===== src/rtl/exec_byte_serializer.sv =====
// Byte serializer: accepts one 40-bit execute result word and streams it out
// one byte per valid/ready transfer, optionally byte-reversed. Optional parity: SERIALIZER_PARITY_EN.
module exec_byte_serializer #(
    parameter int unsigned BYTES  = 5,
    parameter int unsigned BYTE_W = 8
) (
    input  logic                    clk,
    input  logic                    rst_n,
    input  logic [BYTES*BYTE_W-1:0] dataInSerializer,
    input  logic                    controlInLoad,
    output logic                    controlOutReady,
    input  logic                    controlInReorderEnable,
    output logic [BYTE_W-1:0]       dataOutByte,
    output logic                    controlOutByteValid,
    input  logic                    controlInByteReady,
    output logic                    controlOutLast,
    output logic                    controlOutParity
);

    localparam int unsigned WORD_W   = BYTES * BYTE_W;
    localparam logic [2:0]  LAST_IDX = 3'(BYTES - 1);

    typedef enum logic {
        IDLE,
        SEND
    } state_t;

    state_t              state, stateNext;
    logic [2:0]          cnt, cntNext;
    logic [WORD_W-1:0]   wordReg, wordNext;
    logic                reorderReg, reorderNext;
    logic [BYTE_W-1:0]   byteNext;
    logic                validNext, readyNext, lastNext;

    // Transfer position idx maps to byte idx (natural) or byte LAST_IDX-idx (reversed).
    function automatic logic [BYTE_W-1:0] selectByte(
        input logic [WORD_W-1:0] w,
        input logic              rev,
        input logic [2:0]        idx
    );
        logic [2:0] pos;
        pos = rev ? (LAST_IDX - idx) : idx;
        case (pos)
            3'd0:    selectByte = w[0*BYTE_W +: BYTE_W];
            3'd1:    selectByte = w[1*BYTE_W +: BYTE_W];
            3'd2:    selectByte = w[2*BYTE_W +: BYTE_W];
            3'd3:    selectByte = w[3*BYTE_W +: BYTE_W];
            3'd4:    selectByte = w[4*BYTE_W +: BYTE_W];
            default: selectByte = '0;
        endcase
    endfunction

    always_ff @(posedge clk) begin
        if (!rst_n) begin
            state               <= IDLE;
            cnt                 <= '0;
            wordReg             <= '0;
            reorderReg          <= 1'b0;
            dataOutByte         <= '0;
            controlOutByteValid <= 1'b0;
            controlOutReady     <= 1'b1;
            controlOutLast      <= 1'b0;
        end else begin
            state               <= stateNext;
            cnt                 <= cntNext;
            wordReg             <= wordNext;
            reorderReg          <= reorderNext;
            dataOutByte         <= byteNext;
            controlOutByteValid <= validNext;
            controlOutReady     <= readyNext;
            controlOutLast      <= lastNext;
        end
    end

    always_comb begin
        stateNext = state;
        case (state)
            IDLE: if (controlInLoad) stateNext = SEND;
            SEND: begin
                if (cnt > LAST_IDX)
                    stateNext = IDLE;
                else if (controlInByteReady && cnt == LAST_IDX)
                    stateNext = IDLE;
            end
            default: stateNext = IDLE;
        endcase
    end

    // Next values of the registered outputs and datapath, so every output comes from a flop.
    always_comb begin
        cntNext     = cnt;
        wordNext    = wordReg;
        reorderNext = reorderReg;
        byteNext    = dataOutByte;
        validNext   = controlOutByteValid;
        readyNext   = controlOutReady;
        lastNext    = controlOutLast;
        case (state)
            IDLE: begin
                readyNext = 1'b1;
                validNext = 1'b0;
                lastNext  = 1'b0;
                byteNext  = '0;
                if (controlInLoad) begin
                    wordNext    = dataInSerializer;
                    reorderNext = controlInReorderEnable;
                    cntNext     = '0;
                    byteNext    = selectByte(dataInSerializer, controlInReorderEnable, 3'd0);
                    validNext   = 1'b1;
                    readyNext   = 1'b0;
                end
            end
            SEND: begin
                if (cnt > LAST_IDX || (controlInByteReady && cnt == LAST_IDX)) begin
                    cntNext   = '0;
                    byteNext  = '0;
                    validNext = 1'b0;
                    readyNext = 1'b1;
                    lastNext  = 1'b0;
                end else if (controlInByteReady) begin
                    cntNext  = cnt + 3'd1;
                    byteNext = selectByte(wordReg, reorderReg, cnt + 3'd1);
                    lastNext = ((cnt + 3'd1) == LAST_IDX);
                end
            end
            default: begin
                cntNext   = '0;
                byteNext  = '0;
                validNext = 1'b0;
                readyNext = 1'b1;
                lastNext  = 1'b0;
            end
        endcase
    end

`ifdef SERIALIZER_PARITY_EN
    logic parityReg;
    always_ff @(posedge clk) begin
        if (!rst_n) parityReg <= 1'b0;
        else        parityReg <= ^byteNext;
    end
    assign controlOutParity = parityReg;
`else
    assign controlOutParity = 1'b0;
`endif

endmodule


===== config.mk =====
export PLATFORM = sky130hd
export DESIGN_NAME = exec_byte_serializer
export DESIGN_NICKNAME = d
export VERILOG_FILES = /design/src/rtl/exec_byte_serializer.sv
export SDC_FILE = /design/constraint.sdc
export NUM_CORES = 1
export LEC_CHECK = 0
export BUFFER_PORTS_ARGS = -buffer_cell sky130_fd_sc_hd__buf_2
export CAP_MARGIN = 25
export CORE_MARGIN = 4
export CORE_UTILIZATION = 54
export CTS_BUF_LIST = sky130_fd_sc_hd__clkbuf_4 sky130_fd_sc_hd__clkbuf_8 sky130_fd_sc_hd__clkbuf_16
export CTS_CLUSTER_SIZE = 12
export DETAILED_ROUTE_END_ITERATION = 10
export GPL_TIMING_DRIVEN = 0
export PLACE_DENSITY_LB_ADDON = 0.2
export SLEW_MARGIN = 25
export SYNTH_ARGS = -nofsm -noshare
export SYNTH_HDL_FRONTEND = slang
export SYNTH_SLANG_ARGS = --single-unit

===== constraint.sdc =====
create_clock -name clk -period 3.35 [get_ports clk]
set_input_delay 0.335 -clock clk [delete_from_list [all_inputs] [get_ports clk]]
set_output_delay 0.335 -clock clk [all_outputs]
set_load 0.01 [all_outputs]

==> out/qor.yml, run 1 <==
clock_skew_ps: 8.91
start_util_pct: 55.9
leakagePower_nw: 1.33
grt_pass1_vias: 2334
finalSetupViolCount: 0
yosysWarningCount: 0
overflow: 0
antenna_found_initial: 0
max_slew.worst_pin.slew_ps: 711
synth_cell_type_count: 36
required_ps: 3610
htreeDepth: 2
synthAdderAreaFrac_pct: 2.82
synth_area_um2: 2660
fin_crit_ps: 2870
clkTransAtPathRegs_ps: 100
drv_slew: 0
tns_ps: 0
die_h_um: 78.2
synth.most_common_cell: "nand2_1"
cts_num_sinks: 56
ir_drop_mv: 0.272
rsz0062_at_grt: "false"
syn-num-nets: 375
cts_buffers: 5
clock_path_buffers: 2
min_path_type: "input pin to flop"
powerDensity_nw_per_um2: 446
synth_top_cell_by_area: "dfxtp_1"
drc: 0
hold_violations: 0
yosysTopAreaCellShare_pct: 42.2
synthArstFlopShare_pct: 0
endpoint_kind: "flop"
cts-root-buf: "clkbuf_8"
routedWlPerCell_um: 15.4
yosysSeqAreaShare_pct: 42.2
ant_nets: 0
portBuffers: 54
worstSetupPathType: "flop to flop"
reg2reg_slack_ps: 480
drtIter0Drc: 226
grt.total_usage_pct: 22.9
ys.flop_type: "dfxtp_1"
fin_crit_sh_pct: 85.8
final_nets: 436
ys_seq_elements: 56
ys_top_cells_by_count: "nand2_1, dfxtp_1, a21boi_0"
status: "finished clean"
synthCells: 324
synth_edf_count: 0
die_area_um2: 6110
synth_top_family_by_area: "compound AO/OA/AOI/OAI gates"
drt-total-wl_um: 6980
ios: 57
crit_fanout: 11
synth_xor_area_share_pct: 0
post-cts-setup-buffers: 0
synthToLayoutAreaGrowth_pct: 17.6
arrival_ps: 3140
diodes: 0
cts_tree: "done"
dp_hpwl_um: 5170
synth.area.mux_share_pct: 3.44
clk_latency_ps: 320
routabilityCongestion: 0.858
critPathLaunchType: "flop"
cap_viol_max_count: 0
fp.coreArea_um2: 4750
first_pass_iters: 4
num_rows: 25
slew_headroom_pct: 52.6
synthSimpleGateAreaFrac_pct: 23.0
holdBufCountCts: 0
drive_above_1_share_pct: 18.7
synth_compound_area_share_pct: 23.5
grt_max_degree: 18
num-fill-cells: 450
netlist_top_cells_area: "dfxtp_1, nand2_1, a21boi_0"
max_freq_ghz: 0.348
avgSynthCellArea_um2: 8.21
routed_via_density: 5.60
grt_pass1_wl_um: 11000
fp.dieW_um: 78.2
cts_resized: 0
holdWs_ps: 240
via_count: 2538
[per-stage QoR]
stage	setup WS, ps	instance area, µm²	util, %	instances	power [mW]
floorplan	949	2660	-	324	0.866
CTS	514	3130	65.8	453	1.40
global placement	591	3010	63.4	445	0.939
finish	475	3130	65.8	453	1.40
detailed placement	554	3010	63.4	445	0.945
global route	295	3130	65.8	453	1.45
[layout make-up]
cell class | count | area, µm² | area share [%]
plain buffers | 24 | 105 | 3.36
well taps | 67 | 83.8 | 2.68
multi-input cells | 237 | 1410 | 45.0
clock buffers | 6 | 76.3 | 2.44
inverters | 7 | 26.3 | 0.840
flip-flops and latches | 56 | 1120 | 35.8
clock inverters | 2 | 38.8 | 1.24
repair buffers | 54 | 270 | 8.64
[placed cells by master (no fill, tap or decap), types with 8 or more instances in the layout]
master / instances
clkbuf_1: 18
nand3_1: 17
dfxtp_1: 56
a221o_1: 8
a21boi_0: 35
a21oi_1: 11
nor2_1: 9
buf_2: 54
a31oi_1: 8
nand2_1: 94
a22oi_1: 8
mux2i_1: 8
[registers in the layout (all words and copies together), names as in the netlist]
signal / flops
wordReg: 40
reorderReg: 1
controlOutLast: 1
controlOutByteValid: 1
dataOutByte: 8
cnt: 3
controlOutReady: 1
state: 1
[layer usage]
layer  routed length (µm)  track usage (%)
met1                 3040             28.9
met2                 3250             37.7
met3                  518             5.73
met4                  169             8.74
met5                    0                0
[cells by family after synthesis]
family	count (synthesis)
DFF	56
AOI/OAI and AO/OA	84
other	1
adders and majority gates	6
buffers and inverters	31
and+or+nand+nor	137
muxes	9
[report_power, final]
part | internal, mW | switching, mW
combinational | 0.0842 | 0.117
sequential | 0.705 | 0.0281
clock | 0.234 | 0.228
total | 1.02 | 0.373
[path summary, 6_finish.rpt]
path / start / end / depth (start not counted)
worst min-delay path: dataInSerializer[24] / wordReg[24] / 3
worst max register to register: cnt[0] / dataOutByte[3] / 10
worst min register to register: controlOutByteValid / controlOutByteValid / 2
worst max-delay path: cnt[0] / dataOutByte[3] / 10
[worst max-delay path: stages, from the launching register on]
cell and delay (ps):
dfxtp_1 440, ha_1 290, ha_1 380, inv_1 70
ha_1 290, nand2b_1 160, buf_4 190, nand2_4 130
a21oi_1 90, nor3b_2 540, a221o_1 250
Power figures use the tool's default switching activity.
==> run 2: changes to the inputs <==
CELL_PAD_IN_SITES_DETAIL_PLACEMENT = 1   (was default)
CELL_PAD_IN_SITES_GLOBAL_PLACEMENT = 2   (was default)
CORE_UTILIZATION = 31   (was 54)
clock period = 3.1 ns   (was 3.35 ns; I/O delays follow)
==> run 2 against run 1 <==
Sequential share of layout area is 0.34 points lower; hold slack worse by 6.8 ps; critical path type unchanged; die area is 66% higher; via count is 4.8% lower; setup slack worse by 300 ps; global-route usage is 6.1 points lower; utilization is 28 points lower; sequential power is 7.8% higher; count of clock-buffer cells in the layout is 1 higher; cell count is 8.4% higher; critical endpoint is now dataOutByte[7]; largest power group unchanged; largest cell class unchanged; power is 3.9% higher; combinational power is 11% higher.
==> out/qor.yml, run 2 (synthesis gave the netlist of run 1 again) <==
status: "finished clean"
regMostFlops: "wordReg"
critPathTopFamily: "adder cells"
cts_tree: "done"
max_slew.worst_pin.slew_ps: 729
final_core_util_pct: 38.1
cp_slowest_cell: "nor3b_2"
drive_above_1_share_pct: 18.7
slew_headroom_pct: 51.4
tns_ps: 0
crit_top_cell: "ha_1"
hp-start: "dataInSerializer[30]"
endpoint_kind: "flop"
arrival_ps: 3180
fin_crit_ps: 2920
antenna_found_initial: 0
start_util_pct: 32.0
hold_violations: 0
drt-total-wl_um: 8160
grt.total_usage_pct: 16.9
final_cell_mix: "nand2_1, dfxtp_1, buf_2, a21boi_0, clkbuf_1"
min_to: "wordReg[30]"
drc: 0
ant_nets: 0
dp_hpwl_um: 6270
fp.coreArea_um2: 8300
post-place-ws_ps: 204
worstSetupPathType: "flop to flop"
min_path_type: "input pin to flop"
portBuffers: 54
cp_cell_sequence: "ha_1, ha_1, inv_1, ha_1, nand2b_1, buf_4, nand2_4, a21oi_1, nor3b_2, a221o_1"
cts-root-buf: "clkbuf_8"
reg2reg_slack_ps: 180
diodes: 0
drv_slew: 0
reg2reg_depth: 10
holdPathStages: 3
layout_commonest_cell: "nand2_1"
required_ps: 3360
synthToLayoutAreaGrowth_pct: 18.8
crit_fanout: 11
cts_buffers: 5
clock_skew_ps: 9.58
fp.dieW_um: 101
grt_pass1_wl_um: 13200
cp_num_buf_inv: 2
routed_via_density: 4.92
cap_viol_max_count: 0
r2r_start: "cnt[0]"
top_regs: "wordReg x40, dataOutByte x8, cnt x3"
max_stage_delay_ps: 590
first_pass_iters: 4
critPathLaunchType: "flop"
drtIter0Drc: 77
overflow: 0
routedWlPerCell_um: 16.6
die_h_um: 101
routabilityCongestion: 0.770
largest_register_ffs: 40
num_rows: 33
via_count: 2416
finalSetupViolCount: 0
cts_num_sinks: 56
r2r-end: "dataOutByte[7]"
cts_resized: 0
post-cts-setup-buffers: 0
fin_crit_sh_pct: 94.3
ios: 57
grt_max_degree: 17
final_nets: 436
holdBufCountCts: 0
htreeDepth: 2
die_area_um2: 10100
rsz0062_at_grt: "false"
path_depth: 10
clk_latency_ps: 320
leakagePower_nw: 1.32
powerDensity_nw_per_um2: 459
max_freq_ghz: 0.342
ir_drop_mv: 0.178
clock_path_buffers: 2
grt_pass1_vias: 2512
clkTransAtPathRegs_ps: 100
finalWorstSetupSlack_ps: 177
[run 2: cell count changes in the layout (fill, tap and decap cells not counted), sizes merged]
cell	delta
bufinv	-1
inv	-1
clkinvlp	+1
clkbuf	+1
[run 2: layout make-up]
class                           count  area, µm²
Buffer                             24        105
Clock buffer                        7       90.1
Clock inverter                      1       7.51
Fill cell                        1037       5140
Inverter                            7       26.3
Multi-Input combinational cell    237       1410
Sequential cell                    56       1120
Tap cell                          105        131
Timing Repair Buffer               54        270
[run 2: through the flow]
| step | hold WS, ps | power [mW] | cells | area (µm²) |
|---|---|---|---|---|
| floorplan | 435 | 0.935 | 324 | 2660 |
| global placement | 431 | 1.03 | 483 | 3060 |
| detailed placement | 436 | 1.03 | 483 | 3060 |
| CTS | 228 | 1.47 | 491 | 3160 |
| global route | 237 | 1.53 | 491 | 3160 |
| finish | 234 | 1.45 | 491 | 3160 |
[run 2: tightest hold or removal path, stage by stage]
cell	delay, ps
buf_2	90
nand2_1	50
a21boi_1	50
[run 2: power breakdown]
group | switching [mW] | internal (mW) | leakage, nW
clock | 0.247 | 0.191 | 0.0479
combinational | 0.132 | 0.0912 | 0.812
sequential | 0.0280 | 0.762 | 0.460
[run 2: worst max path at each step]
stage	from	to	slack [ps]
4_1_cts	cnt[0]	dataOutByte[7]	180
3_3_place_gp	cnt[0]	dataOutByte[2]	230
6_report	cnt[0]	dataOutByte[7]	180
3_5_place_dp	cnt[0]	dataOutByte[7]	200
2_1_floorplan	cnt[0]	dataOutByte[0]	700
5_1_grt	cnt[0]	dataOutByte[7]	30
[run 2: per-layer routing]
layer  wire length (µm)  track usage (%)  vias up
met5                  0                0        -
met4                 92             3.94        0
met3                228             2.42        7
met2               3850             27.8       44
met1               3990             23.2     1140
li1                   -                -     1225
==> run 3: changes to the inputs <==
ABC_AREA = 1   (was default)
CORE_UTILIZATION = 30   (was 31)
==> run 3 against run 2 <==
Setup slack improved by 570 ps; highest routed layer unchanged; critical path type unchanged; via count increased by 6.4%; critical endpoint is now dataOutByte[2]; clock skew is 1.4 ps lower; power grew 12%.
==> out/qor.yml, run 3 <==
cts_resized: 0
regMostFlops: "wordReg"
multiInputGateArea_um2: 1300
powerDensity_nw_per_um2: 509
place_inst: 540
seqCellArea_um2: 1120
die_h_um: 102
holdWs_ps: 251
htreeDepth: 2
num-fill-cells: 1140
synth_compound_area_share_pct: 19.0
routedWlPerCell_um: 15.0
synth_top_cell_by_area: "dfxtp_1"
first_pass_iters: 4
diodes: 0
overflow: 0
dp_hpwl_um: 6470
grt_pass1_vias: 2528
die_area_um2: 10500
arrival_ps: 2560
clock_path_buffers: 2
num_rows: 34
cts_buffers: 5
max_freq_ghz: 0.424
start_util_pct: 30.8
synthAdderAreaFrac_pct: 2.81
synth_xor_area_share_pct: 0
final_cell_mix: "nor2_1, buf_2, dfxtp_1, o21ai_0, nand2_1"
synth_top_family_by_area: "simple AND/OR/NAND/NOR gates"
critPathLaunchType: "flop"
routed_via_density: 4.69
ant_nets: 0
fin_crit_sh_pct: 76.0
cts-root-buf: "clkbuf_8"
synthToLayoutAreaGrowth_pct: 19.5
ir_drop_mv: 0.187
synthArstFlopShare_pct: 0
layout_commonest_cell: "nor2_1"
antenna_found_initial: 0
drc: 0
largest_register_ffs: 40
final_nets: 490
ios: 57
status: "finished clean"
portBuffers: 55
clk_latency_ps: 310
fp.coreArea_um2: 8680
avgSynthCellArea_um2: 7.09
fin_cells: 548
ys.flop_type: "dfxtp_1"
synthSimpleGateAreaFrac_pct: 26.8
drt-total-wl_um: 8240
via_count: 2571
endpoint_kind: "flop"
hold_violations: 0
syn-num-nets: 428
synth.area.mux_share_pct: 0
cap_viol_max_count: 0
yosysWarningCount: 0
p_total_mw: 1.62
crit_fanout: 10
fin_crit_ps: 2360
ys_top_cells_by_count: "nor2_1, dfxtp_1, o21ai_0"
post-cts-setup-buffers: 0
grt.total_usage_pct: 16.5
worstSetupPathType: "flop to flop"
min_path_type: "input pin to flop"
drive_above_1_share_pct: 19.5
clkTransAtPathRegs_ps: 100
grt_max_degree: 17
synth_area_um2: 2670
clock_skew_ps: 8.17
synth_edf_count: 0
cts_tree: "done"
required_ps: 3300
drtIter0Drc: 69
cts_num_sinks: 56
holdBufCountCts: 0
tns_ps: 0
top_regs: "wordReg x40, dataOutByte x8, cnt x3"
synthCells: 377
rsz0062_at_grt: "false"
fp.dieW_um: 102
leakagePower_nw: 1.51
routabilityCongestion: 0.841
drv_slew: 0
synth_cell_type_count: 29
yosysTopAreaCellShare_pct: 41.9
grt_pass1_wl_um: 13300
ys_seq_elements: 56
finalSetupViolCount: 0
netlist_top_cells_area: "dfxtp_1, nor2_1, o21ai_0"
yosysSeqAreaShare_pct: 41.9
synth.most_common_cell: "nor2_1"
## run 3: stage by stage
step	utilization, %	cell area, µm²	setup WS, ps
after detailed placement	35.5	3080	716
after global placement	35.5	3080	757
final	36.8	3190	744
after floorplan	-	2670	1080
after global routing	36.8	3190	499
after CTS	36.8	3190	695
## run 3: worst paths after layout
check	cells past startpoint	startpoint	slack [ps]	to
setup / recovery	12	cnt[0]	740	dataOutByte[2]
hold / removal	3	dataInSerializer[13]	250	wordReg[13]
setup reg to reg	12	cnt[0]	740	dataOutByte[2]
hold reg to reg	2	wordReg[37]	460	wordReg[37]
## run 3: cells by family after synthesis
| logic type | after synthesis |
|---|---|
| flops | 56 |
| compound gates | 94 |
| fa+ha+maj | 6 |
| buf+inv | 60 |
| simple gates | 160 |
| other cells | 1 |
## run 3: per-layer routing
metal / vias up / GRT usage (%) / share of wire, %
li1: 1359 / - / -
met1: 1167 / 24.1 / 52
met2: 41 / 25.4 / 44
met3: 4 / 2.66 / 3.2
met4: 0 / 3.63 / 0.76
met5: - / 0 / 0
## run 3: worst max-delay path: stages, from the launching register on
cell and delay [ps]:
dfxtp_1 370, ha_1 240, ha_1 290, inv_1 120
ha_1 250, nand2_2 200, nand2_2 120, nand2_1 180
nor2_1 60, nor2_1 130, nand3_1 90, nand2_1 120
a21oi_2 60
## run 3: area by class of cell
| type | count | share of cell area, % |
|---|---|---|
| Clock buffer | 6 | 2.39 |
| Timing Repair Buffer | 55 | 8.62 |
| Sequential cell | 56 | 35.1 |
| Multi-Input combinational cell | 261 | 40.8 |
| Clock inverter | 2 | 1.10 |
| Inverter | 39 | 4.58 |
| Tap cell | 108 | 4.23 |
| Buffer | 21 | 3.21 |
## run 3: power by group
group | total (mW) | switching (mW) | internal [mW]
clock network | 0.488 | 0.239 | 0.249
registers | 0.818 | 0.0365 | 0.781
logic | 0.319 | 0.205 | 0.114
